File: config.mk
export PLATFORM = sky130hd
export DESIGN_NAME = regfile_wb
export DESIGN_NICKNAME = d
export VERILOG_FILES = /design/src/rtl/regfile_wb.sv
export SDC_FILE = /design/constraint.sdc
export NUM_CORES = 2
export LEC_CHECK = 0
export CAP_MARGIN = 20
export CORE_ASPECT_RATIO = 1.2
export CORE_UTILIZATION = 45
export CTS_CLUSTER_DIAMETER = 60
export DETAILED_ROUTE_END_ITERATION = 6
export PLACE_DENSITY_LB_ADDON = 0.12
export SLEW_MARGIN = 10
export SYNTH_ARGS = -nofsm -noshare
export SYNTH_HDL_FRONTEND = slang
export SYNTH_SLANG_ARGS = --single-unit
File: constraint.sdc
create_clock -name clk -period 2.6 [get_ports clk]
set_input_delay 0.52 -clock clk [delete_from_list [all_inputs] [get_ports clk]]
set_output_delay 0.52 -clock clk [all_outputs]
set_load 0.01 [all_outputs]
File: src/rtl/regfile_wb.sv
// 32x32 register file with a one-entry write-back buffer.
// Writes commit two edges after presentation; reads bypass the buffer.
module regfile_wb (
    input  logic        clk,
    input  logic        rst_n,
    input  logic        we,
    input  logic [4:0]  waddr,
    input  logic [31:0] wdata,
    input  logic        stall,
    input  logic [4:0]  raddr1,
    input  logic [4:0]  raddr2,
    output logic [31:0] rdata1,
    output logic [31:0] rdata2,
    output logic        wb_valid
);

    logic [31:0] regs [32];
    logic        buf_valid;
    logic [4:0]  buf_addr;
    logic [31:0] buf_data;

    always_ff @(posedge clk or negedge rst_n) begin
        if (!rst_n) begin
            buf_valid <= 1'b0;
            buf_addr  <= 5'd0;
            buf_data  <= 32'd0;
        end else if (!stall) begin
            buf_valid <= we && (waddr != 5'd0);
            buf_addr  <= waddr;
            buf_data  <= wdata;
        end
    end

    // The array drains the old buffer entry on the same edge the buffer refills.
    always_ff @(posedge clk or negedge rst_n) begin
        if (!rst_n) begin
            for (int i = 0; i < 32; i++) begin
                regs[i] <= 32'd0;
            end
        end else if (!stall && buf_valid) begin
            regs[buf_addr] <= buf_data;
        end
    end

    always_comb begin
        rdata1 = regs[raddr1];
        if (raddr1 == 5'd0) begin
            rdata1 = 32'd0;
        end else if (buf_valid && buf_addr == raddr1) begin
            rdata1 = buf_data;
        end
    end

    always_comb begin
        rdata2 = regs[raddr2];
        if (raddr2 == 5'd0) begin
            rdata2 = 32'd0;
        end else if (buf_valid && buf_addr == raddr2) begin
            rdata2 = buf_data;
        end
    end

    assign wb_valid = buf_valid;

endmodule

# After elaboration in Yosys (flattened, before gate mapping)
# Index checks and enable logic that the tools add are counted.
dict set report op_classes {
  mul 0
  magnitude_cmp 4
  shifts 0
  n_reduce_logical 9
  bitwise 3
  n_div 0
  addsub 0
  n_eq_ne 2
  mux 13
}
# op count
set ops {}
lappend ops {{1024-bit bitwise mux} 1}
lappend ops {{32-bit binary-select mux with 5-bit select} 2}
lappend ops {{32-bit two-way mux} 9}
lappend ops {{32-bit demux with 5-bit select} 1}
lappend ops {{6-bit greater-or-equal comparator, second input constant} 3}
lappend ops {{5-bit inverter with 6-bit output} 3}
lappend ops {{5-bit == test} 2}
lappend ops {{5-bit logical NOT} 2}
lappend ops {{6-bit by 1-bit < comparator with 1-bit output, second input constant} 1}
lappend ops {{1-bit logical AND} 5}
lappend ops {{5-bit nonzero test} 1}
lappend ops {{1-bit logical NOT} 1}
dict set report totals {
  mem_bits_ro 0
  memories 0
  inputBits 51
  out_inout_bits 65
  latch_bits 0
  ff_bits 1062
  ram_bits 0
}

# Depth between registers and ports, before layout
dict set report logic_depth {
  depth_word 6
  ltp_mapped 9
}

# Least setup slack after synthesis
# Ideal clock, no wire load.
dict set report synth_timing {
  path_kind {input to output}
  start {input port raddr2[0]}
  end {output port rdata2[17]}
  required_time_ps 2080
  slack_ps -84
  path_stages 7
  arrival_ps 2164
  path_cell_list {buf_4 > buf_4 > buf_2 > mux4_2 > a22oi_1 > nand2_1 > a221o_1}
}
dict set report synth_via {
  elab_chain_len 6
  word_cells_on_any_way 9
  cone_classes {eq/ne: 1; mux: 5; bitwise: 1; reduce/logical: 2}
}
# element line
set synth_rtl {}
lappend synth_rtl {{from (decl)} 11} ;# input logic [4:0] raddr2,
lappend synth_rtl {{5-bit inverter with 6-bit output (implied by the code)} 55} ;# rdata2 = regs[raddr2];
lappend synth_rtl {{32-bit binary-select mux with 5-bit select} 55}
lappend synth_rtl {{32-bit two-way mux (implied by the code) (2 in series)} 55}
lappend synth_rtl {{32-bit two-way mux} 58} ;# end else if (buf_valid && buf_addr == raddr2) begin
lappend synth_rtl {{32-bit two-way mux (*)} 56} ;# if (raddr2 == 5'd0) begin
lappend synth_rtl {{to (decl)} 13} ;# output logic [31:0] rdata2,
# Every way passes the cells marked *; elsewhere a longest branch is shown, timed or not. The select of a mux whose other input is x is not followed.

# Worst setup path in the final report
dict set report layout_timing {
  start {register regs[79] (netlist name)}
  end {output port rdata1[15]}
}
dict set report layout_via {
  elab_chain_len 5
}
# element line
set layout_rtl {}
lappend layout_rtl {{from (decl)} 17} ;# logic [31:0] regs [32];
lappend layout_rtl {{from (signal, indexed assignment)} 41} ;# regs[buf_addr] <= buf_data;
lappend layout_rtl {{32-bit binary-select mux with 5-bit select} 46} ;# rdata1 = regs[raddr1];
lappend layout_rtl {{32-bit two-way mux (implied by the code) (2 in series)} 46}
lappend layout_rtl {{32-bit two-way mux} 49} ;# end else if (buf_valid && buf_addr == raddr1) begin
lappend layout_rtl {{32-bit two-way mux} 47} ;# if (raddr1 == 5'd0) begin
lappend layout_rtl {{to (decl)} 12} ;# output logic [31:0] rdata1,
# No other way between the ends. The select of a mux whose other input is x is not followed.

==> results.py <==
metrics = {
    "power_and_ir_drop": {
        "p_seq_frac": 0.419,
        "leakagePower_nw": 33.85,
        "swShare": 0.2883,
        "peakVddDrop_uv": 542.8,
        "comb_power_share": 0.247,
        "internal_power_mw": 37.34,
        "power_density_mw_per_mm2": 717.6,
        "clockPowerShare": 0.334,
        "power.switching_mw": 15.13,
    },
    "synthesis": {
        "synthArstFlopShare": 1.000,
        "synth_common_cells": "mux2_2, dfrtp_1, mux2i_1, mux4_2, clkbuf_1",
        "synth_top_area_frac": 0.4670,
        "synth_mux_area_frac": 0.4126,
        "avgSynthCellArea_um2": 14.10,
        "synth_ff_type": "dfrtp_1",
        "yosysMostFrequentCell": "mux2_2",
        "synth-xor-area-share": 0.001539,
        "synthTopCellsByArea": "dfrtp_1, mux2_2, mux4_2, mux2i_1, a22oi_1",
        "synthSimpleGateAreaFrac": 0.02168,
        "synthDistinctLibCells": 59,
        "synth_seq_cells": 1062,
        "synth_top_family_by_area": "multiplexers",
        "synth_compound_area_frac": 0.06172,
        "syn_inst": 4037,
        "synth_warnings": 0,
        "syn-num-nets": 4088,
        "synth_fa_ha_area_frac": 0,
        "seq_area_frac_synth": 0.4670,
        "synth_edf_count": 0,
        "synth.largest_area_cell": "dfrtp_1",
        "synth_area_mm2": 0.05691,
    },
    "sta": {
        "whs_ns": 0.2530,
        "timing.final.crit_share": 1.280,
        "fin_ws_ns": -0.7291,
        "drv_slew": 0,
        "tns_ns": -34.44,
        "finalHoldViolations": 0,
        "tightest_slew_ns": 0.8671,
        "max_freq_ghz": 0.3004,
        "setup_viol": 64,
        "fin_crit_ns": 3.329,
        "rsz0062_at_grt": "true",
        "finClkSkew_ns": 0.02230,
        "slew_headroom": 0.4194,
    },
    "floorplanning": {
        "initial_utilization": 0.4550,
        "core_mm2": 0.1251,
        "boundaryPins": 116,
        "die_h_um": 391.6,
        "die_area_mm2": 0.1279,
        "die_x_um": 326.6,
        "num_rows": 142,
    },
    "critical_path": {
        "cpPeakStageDelay_ns": 0.53,
        "crit_path_start_kind": "flop",
        "critical_path_class": "flop to output port",
        "cp_common_cell": "mux4_2",
        "reg2regPathDepth": 6,
        "endpoint_kind": "output port",
        "r2r_slack_ns": 0.06,
        "reg2reg_from": "buf_addr[1]",
        "r2r_end": "regs[226]",
        "worst_ep_required_time_ns": 2.08,
        "crit_chain": "mux4_2 -> mux4_2 -> nor2b_4 -> a221o_1 -> buf_6",
        "cp.buffers_inverters": 1,
        "path_depth": 5,
        "worst_ep_arrival_time_ns": 2.81,
        "cp_max_fo": 3,
        "critPathTopFamily": "multiplexers",
        "cpMaxStageDelayCell": "mux4_2",
    },
    "route": {
        "drt_wl_total_um": 217900,
        "drt_iter0_drc": 3874,
        "first_pass_iters": 5,
        "num_vias": 41510,
        "vias_per_cell": 6.383,
        "post_drt_wl_per_cell_um": 33.51,
        "drc": 0,
        "ant_nets": 0,
    },
    "clock_network": {
        "clk_latency_ns": 0.76,
        "path_clk_slew_ns": 0.06,
        "ctsLongestPathBuffers": 3,
        "cts_tree": "built",
        "cts_sinks": 1062,
        "h-tree-depth": 3,
        "root_buffer": "clkbuf_16",
        "cts_buffers": 119,
    },
    "placement": {
        "dp_hpwl_um": 145900,
        "dp_slack_ns": -1.583,
        "place_congestion": 0.9185,
        "place_area_mm2": 0.06643,
        "io_buffers": 115,
    },
    "outcome": {
        "status": "finished, violations left",
        "violations": "setup timing",
    },
    "run": {
        "maxCapViolCount": 0,
    },
    "cells_and_area": {
        "fin_util": 0.5846,
        "drive_gt1_frac": 0.5814,
        "nets": 4811,
        "design_area_mm2": 0.07312,
        "area_delta_synth_final_pct": 28.49,
        "antennaDiodeCount": 0,
    },
    "global_route": {
        "antenna_found_initial": 6,
        "overflow": 0,
        "grt_pass1_vias": 42270,
        "grt_usage": 0.3396,
        "grt_first_pass_wirelength_um": 311200,
        "grt_max_degree": 103,
    },
    "worst_hold_path": {
        "hp-class": "input port to asynchronous set/reset pin",
    },
}
[kinds of logic after synthesis]
logic type / Yosys count
compound gates: 492
xor+xnor: 10
buf+inv: 422
flops: 1062
mux: 1784
simple gates: 267
[power groups by stage]
stage                     Sequential, mW  Combinational, mW  Clock [mW]
final                               22.0               13.0        17.5
after global routing                22.3               13.7        18.4
after CTS                           21.9               12.7        17.7
after detailed placement            22.1               12.3           0
after global placement              22.0               12.1           0
after floorplan                     21.4               7.29           0
[layout by cell type (no fill, tap or decap), types with 27 or more instances in the layout]
cell type,Yosys,final
nor2_4,0,27
buf_4,39,669
a21oi_1,76,41
a22oi_1,183,171
buf_6,14,95
nand2_1,102,82
mux2i_1,367,364
mux2_2,1069,1064
nor2_1,67,32
buf_12,3,163
mux4_2,335,339
dfrtp_1,1062,1056
clkdlybuf4s50_1,0,39
clkbuf_16,0,125
a21oi_2,1,27
[layer usage]
layer | GRT usage | part of all wire | wire [um] | vias up
met5 | 0 | 0.000060 | 13 | -
met4 | 0.1451 | 0.045 | 9744 | 2
met3 | 0.05389 | 0.070 | 15210 | 458
met2 | 0.5307 | 0.46 | 101100 | 1758
met1 | 0.4700 | 0.42 | 91840 | 22300
li1 | - | - | - | 16990
[per-stage QoR]
| step | total power, mW | instances |
|---|---|---|
| after global placement | 34.12 | 6217 |
| after global routing | 54.37 | 6503 |
| after CTS | 52.25 | 6476 |
| after floorplan | 28.72 | 4037 |
| after detailed placement | 34.40 | 6218 |
| final | 52.47 | 6503 |
[worst max-delay path by stage]
stage	startpoint	to	slack, ns
3_3_place_gp	raddr1[4]	rdata1[17]	-1.73
2_1_floorplan	raddr2[1]	rdata2[17]	-0.007
6_report	regs[79]	rdata1[15]	-0.73
5_1_grt	regs[623]	rdata1[15]	-0.74
3_5_place_dp	raddr1[4]	rdata1[17]	-1.58
4_1_cts	regs[79]	rdata1[15]	-0.77
[sequential cells by signal, indices dropped and copies added (netlist names)]
| register | flops |
|---|---|
| buf_addr | 5 |
| buf_data | 32 |
| regs | 1024 |
| wb_valid | 1 |
[layout make-up]
class                   instances  area (um^2)
fillers                     10080        51960
multi-input cells            2553        30000
flip-flops and latches       1062        26580
repair buffers               1020        10480
clock buffers                 164         3379
well taps                    1656         2072
clock inverters                44        584.3
inverters                       4        15.01
[timing repair]
item                                    4_1_cts  5_1_grt
resized for setup                           565      159
hold buffers                                  1        0
setup buffers                                61       38
hold endpoints to repair                     87        0
endpoints found under the setup margin       95       96
pin swaps                                    69       60
gates cloned                                  6        4
[worst register-to-register path: stages (launching register included)]
cell	delay, ns
dfrtp_2	0.49
buf_4	0.17
buf_4	0.15
or3_1	0.56
nor2_4	0.37
buf_4	0.30
mux2_2	0.37
(Power assumes the default switching activity.)
